<file path="config.mk">
export PLATFORM = sky130hd
export DESIGN_NAME = plru_tree_lv1
export DESIGN_NICKNAME = d
export VERILOG_FILES = /design/src/rtl/lv1_cache_pkg.sv /design/src/rtl/plru_tree_walk.sv /design/src/rtl/plru_tree_lv1.sv
export SDC_FILE = /design/constraint.sdc
export NUM_CORES = 1
export LEC_CHECK = 0
export BUFFER_PORTS_ARGS = -buffer_cell sky130_fd_sc_hd__buf_4
export CORE_ASPECT_RATIO = 1.1
export CORE_UTILIZATION = 47
export CTS_BUF_LIST = sky130_fd_sc_hd__clkbuf_4 sky130_fd_sc_hd__clkbuf_8 sky130_fd_sc_hd__clkbuf_16
export DETAILED_ROUTE_END_ITERATION = 10
export PLACE_DENSITY = 0.65
export SLEW_MARGIN = 20
export SYNTH_ARGS = -nofsm -noshare
export SYNTH_HDL_FRONTEND = slang
export SYNTH_SLANG_ARGS = --single-unit
</file>
<file path="constraint.sdc">
create_clock -name clk -period 5.7 [get_ports clk]
set_input_delay 0.285 -clock clk [delete_from_list [all_inputs] [get_ports clk]]
set_output_delay 0.285 -clock clk [all_outputs]
set_load 0.02 [all_outputs]
</file>
<file path="src/rtl/lv1_cache_pkg.sv">
// Shared L1 cache constants, types and the tree-PLRU path-update helper.
package lv1_cache_pkg;

    localparam int unsigned ASSOC    = 4;
    localparam int unsigned WAY_WID  = $clog2(ASSOC);
    localparam int unsigned NUM_SETS = 64;
    localparam int unsigned IDX_WID  = $clog2(NUM_SETS);

    // Widest tree the generic helpers handle (64 ways).
    localparam int unsigned MAX_WAY_WID = 6;
    localparam int unsigned MAX_NODES   = (1 << MAX_WAY_WID) - 1;

    typedef logic [ASSOC-2:0] plru_state_t;

    typedef enum logic {
        IDLE  = 1'b0,
        SWEEP = 1'b1
    } plru_fsm_e;

    // Point every node on the path to 'way' away from it; levels = log2(ways).
    function automatic logic [MAX_NODES-1:0] plru_touch_n(
        input logic [MAX_NODES-1:0]   state,
        input logic [MAX_WAY_WID-1:0] way,
        input int unsigned            levels
    );
        logic [MAX_NODES-1:0]   nxt;
        logic [MAX_WAY_WID-1:0] node;
        logic                   dir;
        nxt  = state;
        node = '0;
        dir  = 1'b0;
        for (int unsigned lvl = 0; lvl < MAX_WAY_WID; lvl++) begin
            if (lvl < levels) begin
                dir       = 1'(way >> (levels - 1 - lvl));
                nxt[node] = ~dir;
                node      = {node[MAX_WAY_WID-2:0], 1'b0} + MAX_WAY_WID'(1) + MAX_WAY_WID'(dir);
            end
        end
        return nxt;
    endfunction

    // Path update at the package's default associativity.
    function automatic plru_state_t plru_touch(
        input plru_state_t        state,
        input logic [WAY_WID-1:0] way
    );
        return (ASSOC-1)'(plru_touch_n(MAX_NODES'(state), MAX_WAY_WID'(way), WAY_WID));
    endfunction

endpackage

</file>
<file path="src/rtl/plru_tree_walk.sv">
// Combinational walk of a heap-ordered PLRU tree from root to the victim leaf.
module plru_tree_walk #(
    parameter int unsigned ASSOC   = 4,
    parameter int unsigned WAY_WID = $clog2(ASSOC)
) (
    input  logic [ASSOC-2:0]   state,
    output logic [WAY_WID-1:0] way
);
    import lv1_cache_pkg::*;

    logic [MAX_NODES-1:0]   state_ext;
    logic [MAX_WAY_WID-1:0] node;
    logic [MAX_WAY_WID-1:0] path;

    // Follow each node bit (0 = left, 1 = right), collecting the way MSB first.
    always_comb begin
        state_ext = MAX_NODES'(state);
        node      = '0;
        path      = '0;
        for (int unsigned lvl = 0; lvl < MAX_WAY_WID; lvl++) begin
            if (lvl < WAY_WID) begin
                path = {path[MAX_WAY_WID-2:0], state_ext[node]};
                node = {node[MAX_WAY_WID-2:0], 1'b0} + MAX_WAY_WID'(1)
                       + MAX_WAY_WID'(state_ext[node]);
            end
        end
        way = WAY_WID'(path);
    end

endmodule

</file>
<file path="src/rtl/plru_tree_lv1.sv">
// L1 tree pseudo-LRU tracker: per-set tree state, invalid-first victim choice,
// same-cycle update bypass and a one-set-per-cycle clearing sweep.
module plru_tree_lv1 #(
    parameter int unsigned ASSOC    = lv1_cache_pkg::ASSOC,
    parameter int unsigned WAY_WID  = $clog2(ASSOC),
    parameter int unsigned NUM_SETS = lv1_cache_pkg::NUM_SETS,
    parameter int unsigned IDX_WID  = $clog2(NUM_SETS)
) (
    input  logic               clk,
    input  logic               rst,
    input  logic [IDX_WID-1:0] lkp_index,
    input  logic [ASSOC-1:0]   lkp_valid_vec,
    output logic [WAY_WID-1:0] victim_way,
    output logic               victim_from_invalid,
    input  logic               upd_en,
    input  logic [IDX_WID-1:0] upd_index,
    input  logic [WAY_WID-1:0] upd_way,
    input  logic               init_req,
    output logic               init_busy
);
    import lv1_cache_pkg::*;

    localparam int unsigned NODES = ASSOC - 1;

    logic [NODES-1:0]   tree_q [NUM_SETS];
    plru_fsm_e          fsm_q;
    logic [IDX_WID-1:0] sweep_cnt_q;

    logic               upd_fire_c;
    logic [NODES-1:0]   upd_next_c;
    logic [NODES-1:0]   lkp_state_c;
    logic [WAY_WID-1:0] walk_way_c;
    logic [WAY_WID-1:0] free_way_c;
    logic               has_free_c;

    // An update lands only in IDLE and loses to a simultaneous sweep request.
    always_comb begin
        upd_fire_c  = (fsm_q == IDLE) && upd_en && !init_req;
        upd_next_c  = NODES'(plru_touch_n(MAX_NODES'(tree_q[upd_index]),
                                          MAX_WAY_WID'(upd_way), WAY_WID));
        lkp_state_c = (upd_fire_c && (upd_index == lkp_index)) ? upd_next_c
                                                               : tree_q[lkp_index];
    end

    plru_tree_walk #(
        .ASSOC   (ASSOC),
        .WAY_WID (WAY_WID)
    ) u_walk (
        .state (lkp_state_c),
        .way   (walk_way_c)
    );

    // Lowest-index invalid way, scanned from the top so the lowest wins.
    always_comb begin
        has_free_c = ~&lkp_valid_vec;
        free_way_c = '0;
        for (int i = int'(ASSOC) - 1; i >= 0; i--) begin
            if (!1'(lkp_valid_vec >> i)) begin
                free_way_c = WAY_WID'(i);
            end
        end
    end

    // Victim output; forced to way 0 in reset and while sweeping.
    always_comb begin
        victim_way          = '0;
        victim_from_invalid = 1'b0;
        if (!rst && (fsm_q == IDLE)) begin
            if (has_free_c) begin
                victim_way          = free_way_c;
                victim_from_invalid = 1'b1;
            end else begin
                victim_way = walk_way_c;
            end
        end
    end

    // Sweep FSM and per-set tree storage.
    always_ff @(posedge clk or posedge rst) begin
        if (rst) begin
            fsm_q       <= IDLE;
            sweep_cnt_q <= '0;
            init_busy   <= 1'b0;
            tree_q      <= '{default: '0};
        end else begin
            case (fsm_q)
                IDLE: begin
                    if (init_req) begin
                        fsm_q       <= SWEEP;
                        sweep_cnt_q <= '0;
                        init_busy   <= 1'b1;
                    end else if (upd_fire_c) begin
                        tree_q[upd_index] <= upd_next_c;
                    end
                end
                SWEEP: begin
                    tree_q[sweep_cnt_q] <= '0;
                    sweep_cnt_q         <= sweep_cnt_q + IDX_WID'(1);
                    if (sweep_cnt_q == IDX_WID'(NUM_SETS - 1)) begin
                        fsm_q     <= IDLE;
                        init_busy <= 1'b0;
                    end
                end
                default: begin
                    fsm_q     <= IDLE;
                    init_busy <= 1'b0;
                end
            endcase
        end
    end

endmodule
</file>
==> results.yml, run 1 <==
route:
  drc: 0
  via_per_inst: 6.60
  vias: 9411
  dr.pass1.iters: 6
  drtIter0Drc: 1013
  ant_nets: 0
  routed_wl_um: 34900
  post_drt_wl_per_cell_um: 24.5
pwr:
  power_per_cell_area_nw_per_um2: 299
  irDropWorstVdd_mv: 0.184
  leakage_uw: 0.00481
die:
  core_um2: 22900
  dieArea_um2: 24000
  die_y_um: 162
  die_x_um: 148
  rows: 58
  initial_utilization_pct: 48.0
  num_io_pins: 26
synth:
  yosys.cell_types.count: 51
  ys_ff_latch: 200
  ys.flop_type: "dfrtp_1"
  postSynthNetCount: 1145
  synth_edf_count: 0
  synth_area_um2: 11000
  synth_area_per_cell_um2: 9.80
  synth_largest_area_cell: "dfrtp_1"
  ys_seq_area_share_pct: 45.5
  yosys_warnings: 0
  synthCells: 1122
  yosysTopAreaCellShare_pct: 45.5
  synth.area.top_cells: "dfrtp_1, mux4_2, nand3_1"
  synthArstFlopShare_pct: 100
sta:
  max_freq_mhz: 268
  worst_slew_pin_slew_ns: 1.23
  worst_hold_slack_ns: 0.0853
  period_needed_ns: 3.73
  timing.final.hold_violations: 0
  rsz0062_at_grt: "false"
  slew_headroom_pct: 18.0
  min_period_over_period_pct: 65.4
  report.final.slew_viol_count: 0
  skew_ns: 0.0116
  setup_violations: 0
  fin_setup_tns_ns: 0
global_route:
  grt_pass1_wl_um: 55400
  grt_overflow: 0
  grt_max_degree: 191
  antenna_found_initial: 0
  first_global_vias: 9324
  track_usage_pct: 30.7
clock_tree:
  cts_buffer_depth: 2
  clkSinkCount: 200
  cts.clk_slew.worst_paths_ns: 0.07
  clk-insertion-delay-late_ns: 0.45
  numCtsBuffers: 17
  post_cts_resized: 0
  cts_root_buf: "clkbuf_16"
  htree_levels: 4
  cts_tree: "yes"
setup_path:
  rrSetupSlack_ns: 2.52
  setup.worst_path.start_class: "input port"
  worstPathRequired_ns: 5.41
  critPathMaxFanout: 56
  arrival_ns: 3.45
  endpoint_kind: "output pin"
  critPathKind: "in -> out"
cells_and_area:
  n_fill_cell: 2121
  drive_above_1_share_pct: 13.7
  n_antenna_cell: 0
  area_growth_pct: 8.99
  layout.nets: 1137
  final_util_pct: 52.3
status:
  outcome: "finished clean"
placement:
  place.detailed.hpwl_um: 22800
  port_buffers: 25
  routabilityCongestion: 0.979
job:
  drv_cap: 0
worst_hold_path:
  min_path_type: "in -> reg"
[power by group]
group | switching, uW | internal, uW
registers | 126 | 1510
logic | 492 | 224
clock network | 587 | 639
total | 1210 | 2370
[worst paths after layout]
check                              from             to  cells after the start
max                        lkp_index[1]  victim_way[0]                      9
min                            init_req      init_busy                      2
max reg2reg                       fsm_q    tree_q[103]                      6
min reg2reg                  tree_q[15]     tree_q[15]                      2
max in group asynchronous           rst    tree_q[123]                      5
min in group asynchronous           rst     tree_q[42]                      3
[worst max-delay path, cell delays in order]
cell      delay (ns)
buf_4           0.73
mux4_2          0.59
o211ai_1        0.29
nand4_1         0.31
mux2i_1         0.27
mux2i_1         0.19
or3_1           0.39
a22o_1          0.21
buf_4           0.15
[cell usage in the layout, fill, tap and decap left out, drive strengths merged, types with 3 or more instances in the layout]
cell,synthesis,layout
o211ai,4,4
nand2,177,177
o22ai,3,3
nor2,42,42
clkinvlp,0,3
nand3,198,198
a311oi,3,3
a221oi,9,9
inv,8,12
dfrtp,200,200
and2,3,3
xor2,8,8
nor2b,10,10
a22oi,9,9
a22o,4,4
nand2b,4,4
and3,7,7
mux2i,38,38
nand4,5,5
a21oi,11,11
mux4,62,62
nor3,9,9
clkinv,2,5
o32ai,3,3
buf,34,35
or3,6,6
o21ai,194,194
mux2,17,17
clkbuf,29,20
nor3b,5,5
[cell type report]
type / instances / area, um2 / share of cell area [%]
Multi-Input combinational cell: 849 / 5670 / 47.3
Inverter: 10 / 41.3 / 0.345
Timing Repair Buffer: 36 / 318 / 2.65
Tap cell: 300 / 375 / 3.13
Sequential cell: 200 / 5000 / 41.8
Clock inverter: 11 / 114 / 0.950
Clock buffer: 20 / 460 / 3.84
[layer usage]
metal	part of all wire (%)	vias to the layer above	track usage [%]
met4	3.4	0	13.2
met1	41	4707	41.8
met2	46	489	46.9
met3	9.2	80	7.65
li1	-	4135	-
met5	0	-	0
[synthesized netlist by cell type (2+ instances only)]
| library cell | number |
|---|---|
| xnor2_1 | 2 |
| or3_1 | 6 |
| dfrtp_1 | 200 |
| buf_1 | 4 |
| mux2_2 | 17 |
| a22o_1 | 4 |
| nand4_1 | 5 |
| a311oi_1 | 3 |
| mux2i_1 | 38 |
| o32ai_1 | 2 |
| nand2b_1 | 4 |
| inv_1 | 8 |
| nor3b_1 | 4 |
| clkinv_1 | 2 |
| a31oi_1 | 2 |
| clkbuf_1 | 22 |
| xor2_1 | 8 |
| and3_1 | 7 |
| o21ai_1 | 11 |
| o21ai_0 | 182 |
| nor2_1 | 42 |
| clkbuf_2 | 7 |
| nand2_1 | 177 |
| a221oi_1 | 9 |
| o211ai_1 | 4 |
| a22oi_1 | 9 |
| and3b_1 | 2 |
| a21oi_1 | 11 |
| mux4_2 | 62 |
| nor3_1 | 9 |
| o22ai_1 | 3 |
| a311o_1 | 2 |
| buf_2 | 21 |
| buf_6 | 2 |
| a211o_1 | 2 |
| and2_1 | 2 |
| nand3_1 | 198 |
| nor2b_1 | 10 |
| buf_4 | 7 |
[repair_timing]
item,CTS,global route
hold buffers,1,0
hold endpoints to repair,11,0
buffers inserted,0,0
setup endpoints to repair,0,0
[stage by stage]
stage	cell area, um2	worst slack [ns]	power (uW)	cells
after floorplan	11000	1.02	2080	1122
after global placement	11400	2.12	2340	1393
after CTS	11900	2.03	3560	1425
final	12000	1.97	3580	1426
after detailed placement	11400	2.05	2350	1393
after global routing	12000	1.87	3710	1426
[state kept, by name (all words and copies together) (netlist names)]
name	flops
tree_q	192
init_busy	1
sweep_cnt_q	6
fsm_q	1
[logic make-up after synthesis]
| group | share of synthesized area [%] |
|---|---|
| DFF | 45.5 |
| and+or+nand+nor | 19.6 |
| muxes | 17.9 |
| AOI/OAI and AO/OA | 12.9 |
| buffers and inverters | 3.19 |
| xor gates and xnor gates | 0.797 |
| adders and majority gates | 0.114 |
(Power assumes the default switching activity.)
==> inputs of run 2 (changes only) <==
Settings changed: ABC_AREA from default to 1, PLACE_DENSITY 0.65 to default.
Clock period 5.7 ns to 3.5 ns, I/O delays scaled along.
==> results.yml, run 2 <==
sta:
  fin_ws_ns: 0.667
  fin_setup_tns_ns: 0
  setup_violations: 0
  report.final.slew_viol_count: 0
  worst_slew_pin_slew_ns: 0.917
  min_period_over_period_pct: 80.9
  period_needed_ns: 2.83
  rsz0062_at_grt: "false"
  skew_ns: 0.0203
  timing.final.hold_violations: 0
  max_freq_mhz: 353
  slew_headroom_pct: 38.8
cells_and_area:
  largest_register_ffs: 192
  layout.nets: 1785
  largestRegisters: "tree_q (192), sweep_cnt_q (6)"
  n_antenna_cell: 0
  area_growth_pct: 9.62
  drive_above_1_share_pct: 12.3
  final_util_pct: 52.2
  final_common_cell: "nand2_1"
  regMostFlops: "tree_q"
  final_area_um2: 13600
  layout_common_cells: "nand2_1, nand3_1, dfrtp_1"
  fin_cells: 2126
synth:
  yosysTopAreaCellShare_pct: 40.3
  ys_ff_latch: 200
  synth.area.top_cells: "dfrtp_1, nand2_1, nand3_1"
  synth_edf_count: 0
  synthCells: 1752
  synth_commonest_cells: "nand2_1, nand3_1, dfrtp_1, inv_1, o21ai_0"
  yosys.cell_types.count: 39
  synth_area_um2: 12400
  synth_area_per_cell_um2: 7.09
  synth_largest_area_cell: "dfrtp_1"
  ys_seq_area_share_pct: 40.3
  synthArstFlopShare_pct: 100
  yosys_warnings: 0
  ys.flop_type: "dfrtp_1"
  postSynthNetCount: 1775
  yosysMostFrequentCell: "nand2_1"
die:
  initial_utilization_pct: 47.6
  num_io_pins: 26
  dieArea_um2: 27100
  core_um2: 26100
  die_x_um: 157
  rows: 62
  die_y_um: 172
pwr:
  power_per_cell_area_nw_per_um2: 480
  irDropWorstVdd_mv: 0.371
  leakage_uw: 0.00623
global_route:
  first_global_vias: 11700
  antenna_found_initial: 0
  track_usage_pct: 35.1
  grt_max_degree: 87
  grt_pass1_wl_um: 70200
  grt_overflow: 0
setup_path:
  endpoint_kind: "output pin"
  rrSetupSlack_ns: 0.86
  worstPathRequired_ns: 3.32
  critPathKind: "in -> out"
  critPathMaxFanout: 24
  setup.worst_path.start_class: "input port"
  arrival_ns: 2.66
placement:
  port_buffers: 25
  routabilityCongestion: 0.925
  place_ws_ns: 0.762
  placed_cell_area_um2: 13100
  place.detailed.hpwl_um: 31300
  placed_cells: 2094
route:
  post_drt_wl_per_cell_um: 21.6
  dr.pass1.iters: 6
  drc: 0
  vias: 12500
  via_per_inst: 5.88
  routed_wl_um: 45900
  ant_nets: 0
  drtIter0Drc: 1322
job:
  drv_cap: 0
clock_tree:
  clk-insertion-delay-late_ns: 0.46
  htree_levels: 4
  cts_root_buf: "clkbuf_16"
  cts_buffer_depth: 2
  cts_tree: "yes"
  clkSinkCount: 200
  numCtsBuffers: 17
  cts.clk_slew.worst_paths_ns: 0.07
  post-cts-setup-buffers: 0
status:
  outcome: "finished clean"
worst_hold_path:
  min_path_type: "in -> reg"
run 2: cell types whose count changed in the layout (fill, tap and decap cells not counted), sizes merged, moves of 16 or more:
cell   previous run  this run
inv              12       182
nand3           198       232
nor2             42        78
mux4             62         0
mux2i            38         0
buf              35        85
o22ai             3        70
mux2             17         0
nand2           177       623
nor3              9        25
a21oi            11        29
o21ai           194       169
run 2: timing repair:
| item | in CTS | in global routing |
|---|---|---|
| gates resized for setup | 0 | 0 |
| hold buffers | 1 | 0 |
| endpoints found under the setup margin | 0 | 0 |
| hold endpoints to repair | 36 | 0 |
run 2: cell families (layout without fill, tap and decap cells):
| logic type | Yosys count | in the layout | synth area share, % |
|---|---|---|---|
| AOI/OAI and AO/OA | 301 | 301 | 16.1 |
| buffers and inverters | 272 | 294 | 9.76 |
| and+or+nand+nor | 972 | 972 | 33.3 |
| DFF | 200 | 200 | 40.3 |
| adders and majority gates | 1 | 1 | 0.101 |
| xor gates and xnor gates | 6 | 6 | 0.423 |
run 2: worst max-delay path: stages:
cell	delay [ns]
buf_4	0.27
inv_2	0.29
buf_4	0.29
or2_2	0.28
nand2_1	0.06
nand2_1	0.05
o21ai_0	0.32
nand2_1	0.09
nor2_1	0.14
nand3_2	0.11
nand2_1	0.16
a21oi_1	0.08
nand2_1	0.08
a21oi_1	0.07
buf_4	0.16
run 2: where the power goes:
group / leakage [uW] / switching [uW] / internal (uW)
combinational: 0.00319 / 1360 / 563
sequential: 0.00276 / 165 / 2490
clock: 0.000268 / 1000 / 949
run 2: metrics by stage:
step	hold WS [ns]	total power, uW
2_1_floorplan	0.360	3840
3_3_place_gp	0.408	4540
3_5_place_dp	0.422	4560
4_1_cts	0.0226	6480
5_1_grt	0.0397	6780
6_report	0.0280	6530
run 2: final timing paths:
path / start / endpoint / cells past startpoint
setup / recovery: upd_index[0] / victim_way[0] / 15
hold / removal: init_req / sweep_cnt_q[1] / 4
setup reg to reg: fsm_q / tree_q[21] / 6
hold reg to reg: tree_q[105] / tree_q[105] / 2
max in group asynchronous: rst / tree_q[41] / 4
min in group asynchronous: rst / tree_q[180] / 3
run 2: layout make-up:
type | count | area (um2)
fill | 2657 | 12500
inverter | 177 | 668
tap | 352 | 440
clock inverter | 13 | 109
multi-input combinational | 1280 | 6200
timing repair buffer | 86 | 748
clock buffer | 18 | 439
sequential | 200 | 5010
run 2: layer usage:
layer  share of wire [%]  vias to the layer above  GRT usage [%]
met4                 4.7                        0           17.7
met3                 8.6                      130           6.19
met1                  42                     6009           47.4
met2                  45                      618           54.1
met5                   0                        -              0
li1                    -                     5748              -
==> inputs of run 3 (changes only) <==
Settings changed: ABC_AREA 1 to 0.
Clock period 3.5 ns to 2.8 ns, I/O delays scaled along.
==> results.yml, run 3 (synthesized netlist as in run 1, its figures left out) <==
status:
  outcome: "complete, but fails checks"
  violations: "negative setup slack"
setup_path:
  critPathMaxFanout: 3
  arrival_ns: 2.97
  max_stage_delay_ns: 0.46
  cp_slowest_cell: "mux4_2"
  critPathTopFamily: "multiplexers"
  crit_start: "tree_q[156]"
  critPathKind: "reg -> out"
  timing.rr.start: "tree_q[14]"
  setup.worst_path.start_class: "flip-flop"
  cp.buffers_inverters: 1
  worstPathRequired_ns: 2.66
  path_cells: "mux4_2 > or2_0 > o2111ai_1 > nand4_1 > mux2i_1 > mux2i_2 > or3_1 > a22o_1 > buf_6"
  endpoint_kind: "output pin"
pwr:
  power_per_cell_area_nw_per_um2: 607
  irDropWorstVdd_mv: 0.400
  leakage_uw: 0.00537
  finalPower_uw: 7830
placement:
  routabilityCongestion: 0.944
  place.detailed.hpwl_um: 27300
  placed_cell_area_um2: 12200
  port_buffers: 25
die:
  die_y_um: 162
  die_x_um: 148
  rows: 58
  num_io_pins: 26
  core_um2: 22900
  initial_utilization_pct: 48.0
  dieArea_um2: 24000
clock_tree:
  cts_root_buf: "clkbuf_16"
  numCtsBuffers: 17
  cts_tree: "yes"
  clk-insertion-delay-late_ns: 0.45
  cts_buffer_depth: 2
  cts.clk_slew.worst_paths_ns: 0.08
  htree_levels: 4
  clkSinkCount: 200
route:
  wl_met1_um: 15600
  vias: 9819
  wl_met3_um: 3390
  via_per_inst: 6.42
  routed_wl_um: 37900
  ant_nets: 0
  met2_wirelength_um: 17300
  post_drt_wl_per_cell_um: 24.8
  drc: 0
  drtIter0Drc: 1276
  dr.pass1.iters: 9
  top_layer_used: "met4"
global_route:
  antenna_found_initial: 1
  grt_overflow: 0
  track_usage_pct: 33.2
  grt_pass1_wl_um: 58700
  first_global_vias: 9628
  grt_max_degree: 57
cells_and_area:
  final_area_um2: 12900
  layout_common_cells: "dfrtp_1, nand3_1, o21ai_0"
  area_growth_pct: 17.2
  drive_above_1_share_pct: 20.6
  largestRegisters: "tree_q (192), sweep_cnt_q (6)"
  layout.nets: 1238
  seqCellArea_um2: 5000
  n_fill_cell: 2063
  largest_register_ffs: 192
  final_common_cell: "dfrtp_1"
  multiInputGateArea_um2: 5660
  regMostFlops: "tree_q"
sta:
  min_period_over_period_pct: 111
  timing.final.hold_violations: 0
  max_freq_mhz: 321
  fin_setup_tns_ns: -0.369
  setup_violations: 2
  rsz0062_at_grt: "true"
  skew_ns: 0.0154
  fin_ws_ns: -0.314
  worst_hold_slack_ns: 0.157
  worst_slew_pin_slew_ns: 0.748
  slew_headroom_pct: 50.1
  report.final.slew_viol_count: 0
  period_needed_ns: 3.11
job:
  drv_cap: 0
worst_hold_path:
  min_path_type: "in -> reg"
  hp-start: "upd_way[1]"
-- run 3: final cells by class --
type,count,share of cell area [%]
multi-input combinational,849,43.9
sequential,200,38.8
clock buffer,17,3.30
tap,300,2.91
clock inverter,15,1.61
timing repair buffer,137,9.11
antenna,1,0.0194
inverter,10,0.320
-- run 3: metal layers --
metal	GRT usage (%)	vias up
li1	-	4340
met1	46.0	4849
met2	50.8	524
met3	6.44	106
met4	14.9	0
met5	0	-
-- run 3: worst paths after layout --
path	depth (start not counted)	to	slack, ns
max	9	victim_way[0]	-0.31
min	2	tree_q[48]	0.16
max reg2reg	10	tree_q[134]	0.22
min reg2reg	1	init_busy	0.50
max in group asynchronous	5	tree_q[176]	1.14
min in group asynchronous	4	sweep_cnt_q[2]	0.55
-- run 3: metrics by stage --
step / setup slack, ns / std cells / util, %
CTS: -0.307 / 1527 / 56.2
finish: -0.314 / 1529 / 56.2
detailed placement: 0.0680 / 1492 / 53.2
global route: -0.369 / 1528 / 56.2
floorplan: -1.48 / 1122 / -
global placement: 0.0485 / 1492 / 53.2
-- run 3: what timing repair did --
action,in CTS,in global routing
pin swaps,5,3
hold buffers,2,0
gates resized for setup,3,0
hold endpoints to repair,60,0
setup endpoints to repair,2,2
setup buffers,2,1
-- run 3: power breakdown --
group          total (uW)  internal (uW)  switching (uW)
clock network        2710           1450            1260
logic                1730            633            1100
registers            3380           3070             309
total                7830           5160            2670
